**config.mk**
```make
export PLATFORM = sky130hd
export DESIGN_NAME = cpu
export DESIGN_NICKNAME = d
export VERILOG_FILES = /design/src/rtl/cpu_pkg.sv /design/src/rtl/data_mem.sv /design/src/rtl/reg_file.sv /design/src/rtl/cpu.sv
export SDC_FILE = /design/constraint.sdc
export NUM_CORES = 1
export LEC_CHECK = 0
export CORE_MARGIN = 2
export CORE_UTILIZATION = 46
export DETAILED_ROUTE_END_ITERATION = 10
export HOLD_SLACK_MARGIN = 0.05
export PLACE_DENSITY_LB_ADDON = 0.12
export REMOVE_ABC_BUFFERS = 1
export SLEW_MARGIN = 20
export SYNTH_ARGS = -nofsm -noshare
export SYNTH_HDL_FRONTEND = slang
export SYNTH_SLANG_ARGS = --single-unit
```
**constraint.sdc**
```tcl
create_clock -name Clk -period 2.09 [get_ports Clk]
set_input_delay 0.418 -clock Clk [delete_from_list [all_inputs] [get_ports Clk]]
set_output_delay 0.418 -clock Clk [all_outputs]
set_load 0.1 [all_outputs]
```
**src/rtl/cpu_pkg.sv**
```systemverilog
// cpu_pkg: shared definitions for the reciprocal CPU.
//   - state_t   : controller states (ROUND is only reachable when RECIP_ROUND_EN is defined)
//   - DM_DEPTH, DIVISOR_ADDR, RESULT_ADDR : data memory geometry and operand/result locations
//   - R_*       : register file slot assignment used by the divide program
//   - div_step  : one restoring-division step (17-bit compare)
package cpu_pkg;

  localparam int         DM_DEPTH     = 256;
  localparam logic [7:0] DIVISOR_ADDR = 8'd8;
  localparam logic [7:0] RESULT_ADDR  = 8'd10;

  localparam logic [2:0] R_DHI  = 3'd0;
  localparam logic [2:0] R_DLO  = 3'd1;
  localparam logic [2:0] R_RHI  = 3'd2;
  localparam logic [2:0] R_RLO  = 3'd3;
  localparam logic [2:0] R_QHI  = 3'd4;
  localparam logic [2:0] R_QLO  = 3'd5;
  localparam logic [2:0] R_CNT  = 3'd6;
  localparam logic [2:0] R_STAT = 3'd7;

  typedef enum logic [2:0] {
    IDLE     = 3'd0,
    LOAD_HI  = 3'd1,
    LOAD_LO  = 3'd2,
    DIV      = 3'd3,
    ROUND    = 3'd4,
    STORE_HI = 3'd5,
    STORE_LO = 3'd6,
    DONE     = 3'd7
  } state_t;

  // Returns {q_bit, new_remainder}. The remainder after a successful
  // subtract is always < d, so it fits in 16 bits; with d=0 the compare
  // always succeeds, which is what saturates the quotient to all ones.
  function automatic logic [16:0] div_step(input logic [15:0] rem,
                                           input logic        din,
                                           input logic [15:0] dvsr);
    logic [16:0] rem17;
    logic [16:0] diff;
    rem17 = {rem, din};
    diff  = rem17 - {1'b0, dvsr};
    if (rem17 >= {1'b0, dvsr}) return {1'b1, diff[15:0]};
    else                       return {1'b0, rem17[15:0]};
  endfunction

endpackage

```
**src/rtl/data_mem.sv**
```systemverilog
// data_mem: byte-wide data memory, one synchronous write port and two
// asynchronous read ports. Contents are never reset; the bench preloads them.
//   clk_i            : clock
//   we_i/waddr_i/wdata_i : write port
//   raddr0_i/rdata0_o    : read port 0
//   raddr1_i/rdata1_o    : read port 1
module data_mem #(
  parameter int DEPTH = 256,
  parameter int AW    = $clog2(DEPTH)
) (
  input  logic          clk_i,
  input  logic          we_i,
  input  logic [AW-1:0] waddr_i,
  input  logic [7:0]    wdata_i,
  input  logic [AW-1:0] raddr0_i,
  output logic [7:0]    rdata0_o,
  input  logic [AW-1:0] raddr1_i,
  output logic [7:0]    rdata1_o
);

  reg [7:0] Core [0:DEPTH-1];

  // Plain always block: the array is also written by bench backdoor access.
  always @(posedge clk_i) begin
    if (we_i) Core[waddr_i] <= wdata_i;
  end

  assign rdata0_o = Core[raddr0_i];
  assign rdata1_o = Core[raddr1_i];

endmodule

```
**src/rtl/reg_file.sv**
```systemverilog
// reg_file: 8 x 8-bit register file, synchronous write with a per-register
// enable (the divide step updates several registers in one cycle),
// asynchronous read of all registers, synchronous clear on rst_i.
//   clk_i, rst_i : clock, synchronous active-high reset
//   we_i[i]      : write enable for register i
//   wdata_i[i]   : write data for register i
//   rdata_o[i]   : current value of register i
module reg_file (
  input  logic            clk_i,
  input  logic            rst_i,
  input  logic [7:0]      we_i,
  input  logic [7:0][7:0] wdata_i,
  output logic [7:0][7:0] rdata_o
);

  reg [7:0] Registers [0:7];

  always_ff @(posedge clk_i) begin
    if (rst_i) begin
      for (int i = 0; i < 8; i++) Registers[i] <= 8'h00;
    end else begin
      for (int i = 0; i < 8; i++) begin
        if (we_i[i]) Registers[i] <= wdata_i[i];
      end
    end
  end

  always_comb begin
    for (int i = 0; i < 8; i++) rdata_o[i] = Registers[i];
  end

endmodule

```
**src/rtl/cpu.sv**
```systemverilog
// cpu: hardwired reciprocal processor. Reads divisor d from Core[8..9],
// computes floor(2^15/d) by 16 restoring-division steps held in the
// register file, writes the result to Core[10..11] and raises Ack.
//   Clk   : clock
//   Reset : synchronous active-high reset
//   Start : high arms the CPU; first edge seeing it low launches the run;
//           high while in DONE returns to IDLE (armed)
//   Ack   : registered, high only in DONE
// Optional feature macro RECIP_ROUND_EN: adds a ROUND state that computes one
// extra quotient bit and rounds the result half-LSB upward (saturating).
module cpu
  import cpu_pkg::*;
(
  input  logic Clk,
  input  logic Reset,
  input  logic Start,
  output logic Ack
);

  state_t state_q, state_d;
  logic   armed_q, armed_d;
  logic   ack_q,   ack_d;

  logic [7:0]      rf_we;
  logic [7:0][7:0] rf_wdata;
  logic [7:0][7:0] rf_rdata;

  logic       dm_we;
  logic [7:0] dm_waddr, dm_wdata, dm_rdata0, dm_rdata1;

  reg_file RF1 (
    .clk_i   (Clk),
    .rst_i   (Reset),
    .we_i    (rf_we),
    .wdata_i (rf_wdata),
    .rdata_o (rf_rdata)
  );

  data_mem #(.DEPTH(DM_DEPTH)) DM1 (
    .clk_i    (Clk),
    .we_i     (dm_we),
    .waddr_i  (dm_waddr),
    .wdata_i  (dm_wdata),
    .raddr0_i (DIVISOR_ADDR),
    .rdata0_o (dm_rdata0),
    .raddr1_i (DIVISOR_ADDR + 8'd1),
    .rdata1_o (dm_rdata1)
  );

  // Divide datapath
  logic [15:0] dvsr, rem, quo, rem_nxt, quo_rnd;
  logic [7:0]  cnt;
  logic        din_bit, qbit;
  logic [16:0] step;

  assign dvsr = {rf_rdata[R_DHI], rf_rdata[R_DLO]};
  assign rem  = {rf_rdata[R_RHI], rf_rdata[R_RLO]};
  assign quo  = {rf_rdata[R_QHI], rf_rdata[R_QLO]};
  assign cnt  = rf_rdata[R_CNT];

  // Dividend 16'h8000 shifted MSB first: only the first step (count 16)
  // brings in a 1. The ROUND step brings in a 0, giving q[-1].
  assign din_bit = (state_q == DIV) && (cnt == 8'd16);
  assign step    = div_step(rem, din_bit, dvsr);
  assign qbit    = step[16];
  assign rem_nxt = step[15:0];
  assign quo_rnd = (qbit && (quo != 16'hFFFF)) ? quo + 16'd1 : quo;

  // State register
  always_ff @(posedge Clk) begin
    if (Reset) begin
      state_q <= IDLE;
      armed_q <= 1'b0;
      ack_q   <= 1'b0;
    end else begin
      state_q <= state_d;
      armed_q <= armed_d;
      ack_q   <= ack_d;
    end
  end

  // Next-state logic
  always_comb begin
    state_d = state_q;
    armed_d = armed_q;
    unique case (state_q)
      IDLE: begin
        if (Start) begin
          armed_d = 1'b1;
        end else if (armed_q) begin
          armed_d = 1'b0;
          state_d = LOAD_HI;
        end
      end
      LOAD_HI: state_d = LOAD_LO;
      LOAD_LO: state_d = DIV;
      DIV: begin
        if (cnt == 8'd1) begin
`ifdef RECIP_ROUND_EN
          state_d = ROUND;
`else
          state_d = STORE_HI;
`endif
        end
      end
      ROUND:    state_d = STORE_HI;
      STORE_HI: state_d = STORE_LO;
      STORE_LO: state_d = DONE;
      DONE: begin
        if (Start) begin
          state_d = IDLE;
          armed_d = 1'b1;
        end
      end
      default:  state_d = IDLE;
    endcase
    ack_d = (state_d == DONE);
  end

  // Output / datapath control
  always_comb begin
    rf_we    = 8'h00;
    rf_wdata = '0;
    dm_we    = 1'b0;
    dm_waddr = RESULT_ADDR;
    dm_wdata = 8'h00;
    unique case (state_q)
      LOAD_HI: begin
        rf_we[R_DHI]    = 1'b1;
        rf_wdata[R_DHI] = dm_rdata0;
      end
      LOAD_LO: begin
        rf_we[R_DLO]    = 1'b1;
        rf_wdata[R_DLO] = dm_rdata1;
        rf_we[R_RHI]    = 1'b1;
        rf_we[R_RLO]    = 1'b1;
        rf_we[R_QHI]    = 1'b1;
        rf_we[R_QLO]    = 1'b1;
        rf_we[R_CNT]    = 1'b1;
        rf_wdata[R_CNT] = 8'd16;
      end
      DIV: begin
        rf_we[R_RHI]    = 1'b1;
        rf_wdata[R_RHI] = rem_nxt[15:8];
        rf_we[R_RLO]    = 1'b1;
        rf_wdata[R_RLO] = rem_nxt[7:0];
        rf_we[R_QHI]    = 1'b1;
        rf_wdata[R_QHI] = quo[14:7];
        rf_we[R_QLO]    = 1'b1;
        rf_wdata[R_QLO] = {quo[6:0], qbit};
        rf_we[R_CNT]    = 1'b1;
        rf_wdata[R_CNT] = cnt - 8'd1;
      end
`ifdef RECIP_ROUND_EN
      ROUND: begin
        rf_we[R_QHI]    = 1'b1;
        rf_wdata[R_QHI] = quo_rnd[15:8];
        rf_we[R_QLO]    = 1'b1;
        rf_wdata[R_QLO] = quo_rnd[7:0];
      end
`endif
      STORE_HI: begin
        dm_we    = 1'b1;
        dm_waddr = RESULT_ADDR;
        dm_wdata = rf_rdata[R_QHI];
      end
      STORE_LO: begin
        dm_we            = 1'b1;
        dm_waddr         = RESULT_ADDR + 8'd1;
        dm_wdata         = rf_rdata[R_QLO];
        rf_we[R_STAT]    = 1'b1;
        rf_wdata[R_STAT] = 8'h01;
      end
      default: ;
    endcase
  end

  assign Ack = ack_q;

  // quo_rnd only feeds the ROUND state when the rounding feature is built.
  logic unused_rnd;
  assign unused_rnd = ^quo_rnd;

endmodule

```
==> impl_metrics.py, run 1 <==
metrics = {
    "outcome": {
        "outcome": "complete, no violations",
    },
    "grt": {
        "busiest_layer": "met1",
        "grt_pass1_wl_um": 1897,
        "met2_usage_pct": 18.15,
        "antenna_found_initial": 0,
        "grt_pass1_vias": 440,
        "grt_max_degree": 10,
        "met1_usage_pct": 20.81,
        "grt_usage_pct": 13.52,
        "use_met3_pct": 2.586,
        "overflow": 0,
    },
    "cells_and_area": {
        "nets": 78,
        "design_area_um2": 738.2,
        "n_antenna_cell": 0,
        "final_core_util_pct": 55.35,
        "drive_above_1_share_pct": 8.333,
        "area_delta_synth_final_pct": 8.456,
    },
    "synthesis": {
        "synth-compound-area-share_pct": 10.85,
        "synthArstFlopShare_pct": 0,
        "yosys.area.top_type": "edfxtp_1",
        "synth_most_common_cell": "nor2_1",
        "synthMuxAreaShare_pct": 2.941,
        "synth_top_family_by_area": "simple AND/OR/NAND/NOR gates",
        "syn-instance-count": 69,
        "avgSynthCellArea_um2": 9.865,
        "synth_warnings": 0,
        "yosys_most_used_dff": "edfxtp_1",
        "yosys.area_share.simple_pct": 24.26,
        "netlist_top_cells_count": "nor2_1 (9), edfxtp_1 (8), nand2_1 (7)",
        "synth_fa_ha_area_share_pct": 3.676,
        "synth_edf_count": 8,
        "synth_top_area_share_pct": 35.29,
        "synthTopCellsByArea": "edfxtp_1 (35%), dfxtp_1 (15%), nor2_1 (5.0%)",
        "netlist_area_um2": 680.7,
        "synth_xor_area_share_pct": 3.860,
        "ys_seq_area_share_pct": 50.00,
        "yosysUniqueCellTypes": 24,
        "ys_seq_elements": 13,
    },
    "clocking": {
        "clkTransAtPathRegs_ns": 0.08,
        "post_cts_resized": 0,
        "cts_buffer_depth": 2,
        "cts_tree": "yes",
        "clk-insertion-delay-late_ns": 0.27,
        "cts-htree-levels": 1,
        "numCtsBuffers": 3,
        "clock_sinks": 13,
        "cts_hold_repair.buffers": 0,
        "cts_setup_buffers": 0,
        "clock-root-buffer": "clkbuf_4",
    },
    "power": {
        "powerDensity_nw_per_um2": 711.0,
        "p_sw_share_pct": 25.32,
        "total_power_uw": 524.8,
        "p_seq_share_pct": 59.4,
        "p_int_uw": 391.9,
        "power_frac_comb_pct": 10.6,
        "pwr-share-clk_pct": 30.0,
        "ir_worst_vdd_mv": 0.4041,
        "leakagePower_nw": 0.2717,
        "netSwitchingPower_uw": 132.9,
    },
    "sta": {
        "fmax_mhz": 612.0,
        "drv_slew": 0,
        "rsz0062_at_grt": "false",
        "fin_tns_setup_ns": 0,
        "hold_viol": 0,
        "tightestPinTransition_ns": 0.3719,
        "fin_worst_skew_ns": 0.001098,
        "period_share_pct": 78.18,
        "timing.final.ws_setup_ns": 0.4560,
        "fin_crit_ns": 1.634,
        "setup_violations": 0,
        "slew_headroom_pct": 74.56,
    },
    "placement": {
        "placed_cell_area_um2": 711.9,
        "pre_cts_slack_ns": 0.3281,
        "io_buffers": 3,
        "hpwl_um": 836.4,
        "place.gp.congestion": 0.8130,
    },
    "die": {
        "io_pins": 4,
        "die_x_um": 42.47,
        "dieArea_um2": 1803,
        "die_h_um": 42.47,
        "initial_utilization_pct": 51.03,
        "rows": 13,
        "core_um2": 1334,
    },
    "routing": {
        "vias_per_cell": 5.805,
        "detail_route.wl_per_cell_um": 13.53,
        "final_antenna_net_count": 0,
        "drc": 0,
        "routed_wl_um": 1177,
        "drt_first_pass_iters": 4,
        "initialDrtViolationCount": 18,
        "vias": 505,
    },
    "critical_path": {
        "crit_chain": "inv_1 > ha_1 > nor3b_2 > xnor2_1 > a2111oi_0",
        "crit_type": "register to register",
        "max_stage_delay_ns": 0.46,
        "crit_slowest_cell": "edfxtp_1",
        "critPathBufInv": 1,
        "cp.required_ns": 2.14,
        "worstPathMaxFanout": 5,
        "critPathCaptureType": "register",
        "critPathArrivalTime_ns": 1.69,
        "crit_family": "flip-flops",
        "crit_path_start_kind": "register",
    },
    "worst_hold_path": {
        "hold_path.class": "register to register",
    },
    "job": {
        "cap_violations": 0,
    },
}
[worst paths after layout]
check	start	slack (ns)	to	cells after the start
hold reg to reg	armed_q	0.56	armed_q	2
setup reg to reg	RF1.Registers[0][48]	0.46	RF1.Registers[0][52]	5
hold / removal	armed_q	0.56	armed_q	2
setup / recovery	RF1.Registers[0][48]	0.46	RF1.Registers[0][52]	5
[registers in the layout, summed over array words and instances, names as in the netlist]
name	cells
state_q	3
armed_q	1
Ack	1
RF1.Registers	8
[metrics by stage]
stage,std cells,hold WS [ns]
6_report,87,0.5564
5_1_grt,87,0.6084
4_1_cts,87,0.5572
3_5_place_dp,83,0.5454
3_3_place_gp,83,0.5447
2_1_floorplan,65,0.4871
[layer usage]
layer | up-vias | wire length, µm
met5 | - | 0
met4 | 0 | 6
met3 | 2 | 31
met2 | 7 | 501
met1 | 241 | 637
li1 | 255 | -
[logic make-up (layout without fill, tap and decap cells)]
family,Yosys count,in the layout
xor+xnor,3,3
mux,2,2
buf+inv,8,11
compound gates,10,10
simple gates,31,31
flops,13,13
fa+ha+maj,2,2
[worst reg2reg max path, delay by kind of cell (launching register included)]
kind | cells | cell delay (ns)
XOR/XNOR | 1 | 0.08
flip-flops | 1 | 0.46
AO/OA/AOI/OAI | 1 | 0.40
adder cells (fa/ha/maj) | 1 | 0.17
buffers and inverters | 1 | 0.09
AND/OR/NAND/NOR | 1 | 0.22
[power by group through the flow]
stage | clock network (mW) | logic (mW) | registers (mW)
final | 0.158 | 0.0554 | 0.312
after detailed placement | 0 | 0.0553 | 0.318
after global placement | 0 | 0.0546 | 0.317
after floorplan | 0 | 0.0424 | 0.311
after global routing | 0.169 | 0.0628 | 0.314
after CTS | 0.159 | 0.0555 | 0.312
[cell usage in the layout (no fill, tap or decap), types with 2 or more instances in the layout]
master / n
a2111oi_0: 3
a21o_1: 2
a21oi_1: 3
clkbuf_4: 3
clkdlybuf4s50_1: 2
dfxtp_1: 5
edfxtp_1: 8
ha_1: 2
inv_1: 4
mux2i_1: 2
nand2_1: 7
nand2b_1: 3
nand3_1: 2
nor2_1: 9
nor3_1: 2
nor4_1: 2
xnor2_1: 3
[cell type report]
| type | count | area, µm² |
|---|---|---|
| repair buffers | 3 | 27.53 |
| fillers | 126 | 595.6 |
| well taps | 15 | 18.77 |
| flip-flops and latches | 13 | 340.3 |
| clock buffers | 4 | 26.28 |
| multi-input cells | 48 | 310.3 |
| inverters | 4 | 15.01 |
No activity file was read; power rests on OpenSTA's default activity.
==> inputs of run 2 (changes only) <==
==> constraint.sdc (replaced) <==
create_clock -name Clk -period 1.55 [get_ports Clk]
set_input_delay 0.31 -clock Clk [delete_from_list [all_inputs] [get_ports Clk]]
set_output_delay 0.31 -clock Clk [all_outputs]
set_load 0.1 [all_outputs]
==> run 2 against run 1 <==
The run now ends with setup timing left. Utilization is 7.8 points higher. Sequential share of layout area is 5.7 points lower. Maximum frequency up 3.5%. Via count rose by 12%. Critical path depth fell by 1. Sequential power up 35%. Critical endpoint is now RF1.Registers[0][53]. Largest cell class unchanged. Largest power group unchanged.
==> impl_metrics.py, run 2 (synthesis gave the netlist of run 1 again) <==
metrics = {
    "die": {
        "die_h_um": 42.47,
        "core_um2": 1334,
        "rows": 13,
        "io_pins": 4,
        "dieArea_um2": 1803,
        "initial_utilization_pct": 51.03,
        "die_x_um": 42.47,
    },
    "grt": {
        "grt_pass1_wl_um": 2152,
        "grt_max_degree": 10,
        "overflow": 0,
        "antenna_found_initial": 0,
        "grt_usage_pct": 16.56,
        "grt_pass1_vias": 482,
    },
    "cells_and_area": {
        "fin_cells": 97,
        "mostFrequentLayoutCells": "nor2_1 (9), buf_4 (9), edfxtp_1 (8)",
        "largest_reg_flops": 8,
        "largest-register": "RF1.Registers",
        "drive_above_1_share_pct": 21.95,
        "final_core_util_pct": 63.13,
        "nFillCells": 121,
        "nets": 88,
        "area_delta_synth_final_pct": 23.71,
        "top_regs": "RF1.Registers x8, state_q x3",
        "design_area_um2": 842.1,
        "multiInputGateArea_um2": 322.8,
        "n_antenna_cell": 0,
        "register_area_um2": 340.3,
    },
    "placement": {
        "placed_cell_area_um2": 792.0,
        "hpwl_um": 979.2,
        "dp_cells": 92,
        "io_buffers": 3,
        "place.gp.congestion": 0.8163,
        "pre_cts_slack_ns": -0.03157,
    },
    "sta": {
        "timing.final.ws_setup_ns": -0.02818,
        "fin_tns_setup_ns": -0.02818,
        "fmax_mhz": 633.6,
        "whs_ns": 0.5707,
        "period_share_pct": 101.8,
        "fin_crit_ns": 1.578,
        "rsz0062_at_grt": "true",
        "drv_slew": 0,
        "hold_viol": 0,
        "slew_headroom_pct": 75.34,
        "fin_worst_skew_ns": 0.001953,
        "tightestPinTransition_ns": 0.3666,
        "setup_violations": 1,
    },
    "critical_path": {
        "crit_path_start_kind": "register",
        "worstPathMaxFanout": 2,
        "critPathCaptureType": "register",
        "crit_family": "simple AND/OR/NAND/NOR gates",
        "critPathArrivalTime_ns": 1.72,
        "max_stage_delay_ns": 0.43,
        "crit_chain": "buf_6 > or3_4 > or4_1 > a21oi_1",
        "critPathBufInv": 1,
        "crit_type": "register to register",
        "cp.required_ns": 1.69,
        "crit_slowest_cell": "edfxtp_1",
    },
    "outcome": {
        "outcome": "complete, but fails checks",
        "failed_checks": "setup timing",
    },
    "clocking": {
        "clk-insertion-delay-late_ns": 0.29,
        "cts-htree-levels": 1,
        "clock-root-buffer": "clkbuf_4",
        "cts_buffer_depth": 2,
        "cts_tree": "yes",
        "clkTransAtPathRegs_ns": 0.09,
        "clock_sinks": 13,
        "numCtsBuffers": 3,
    },
    "worst_hold_path": {
        "hold_path.class": "register to register",
    },
    "power": {
        "leakagePower_nw": 0.3263,
        "powerDensity_nw_per_um2": 897.6,
        "ir_worst_vdd_mv": 0.4413,
        "total_power_uw": 755.9,
    },
    "routing": {
        "routed_wl_um": 1382,
        "initialDrtViolationCount": 15,
        "vias": 564,
        "vias_per_cell": 5.814,
        "drc": 0,
        "drt_first_pass_iters": 4,
        "detail_route.wl_per_cell_um": 14.25,
        "final_antenna_net_count": 0,
    },
    "job": {
        "cap_violations": 0,
    },
}
-- run 2: area by class of cell --
type,count,share of cell area (%)
clock buffers,4,3.120
flip-flops and latches,13,40.42
multi-input cells,48,38.34
repair buffers,13,14.12
inverters,4,1.783
well taps,15,2.229
-- run 2: final timing paths --
check,slack [ns],from,cells past startpoint,to
worst min-delay path,0.57,armed_q,2,armed_q
worst min register to register,0.57,armed_q,2,armed_q
worst max register to register,-0.03,RF1.Registers[0][49],4,RF1.Registers[0][53]
worst max-delay path,-0.03,RF1.Registers[0][49],4,RF1.Registers[0][53]
-- run 2: what timing repair did --
| action | 4_1_cts | 5_1_grt |
|---|---|---|
| hold buffers | 0 | 0 |
| setup buffers | 0 | 1 |
| resized for setup | 2 | 2 |
| pin swaps | 2 | 0 |
| endpoints found under the setup margin | 2 | 3 |
-- run 2: layer usage --
layer  track usage, %  wire (µm)
met1            21.62        671
met2            23.69        632
met3            3.017         33
met4            13.13         45
met5                0          0
-- run 2: worst reg2reg max path, delay by kind of cell (launching register included) --
family	cells	cell delay, ns
DFF	1	0.43
and+or+nand+nor	2	0.72
buffers and inverters	1	0.14
AOI/OAI and AO/OA	1	0.13
-- run 2: power by group --
part | total, mW | internal (mW) | switching [mW]
logic | 0.109 | 0.0627 | 0.0461
clock network | 0.227 | 0.100 | 0.127
registers | 0.420 | 0.391 | 0.0293
total | 0.756 | 0.554 | 0.202
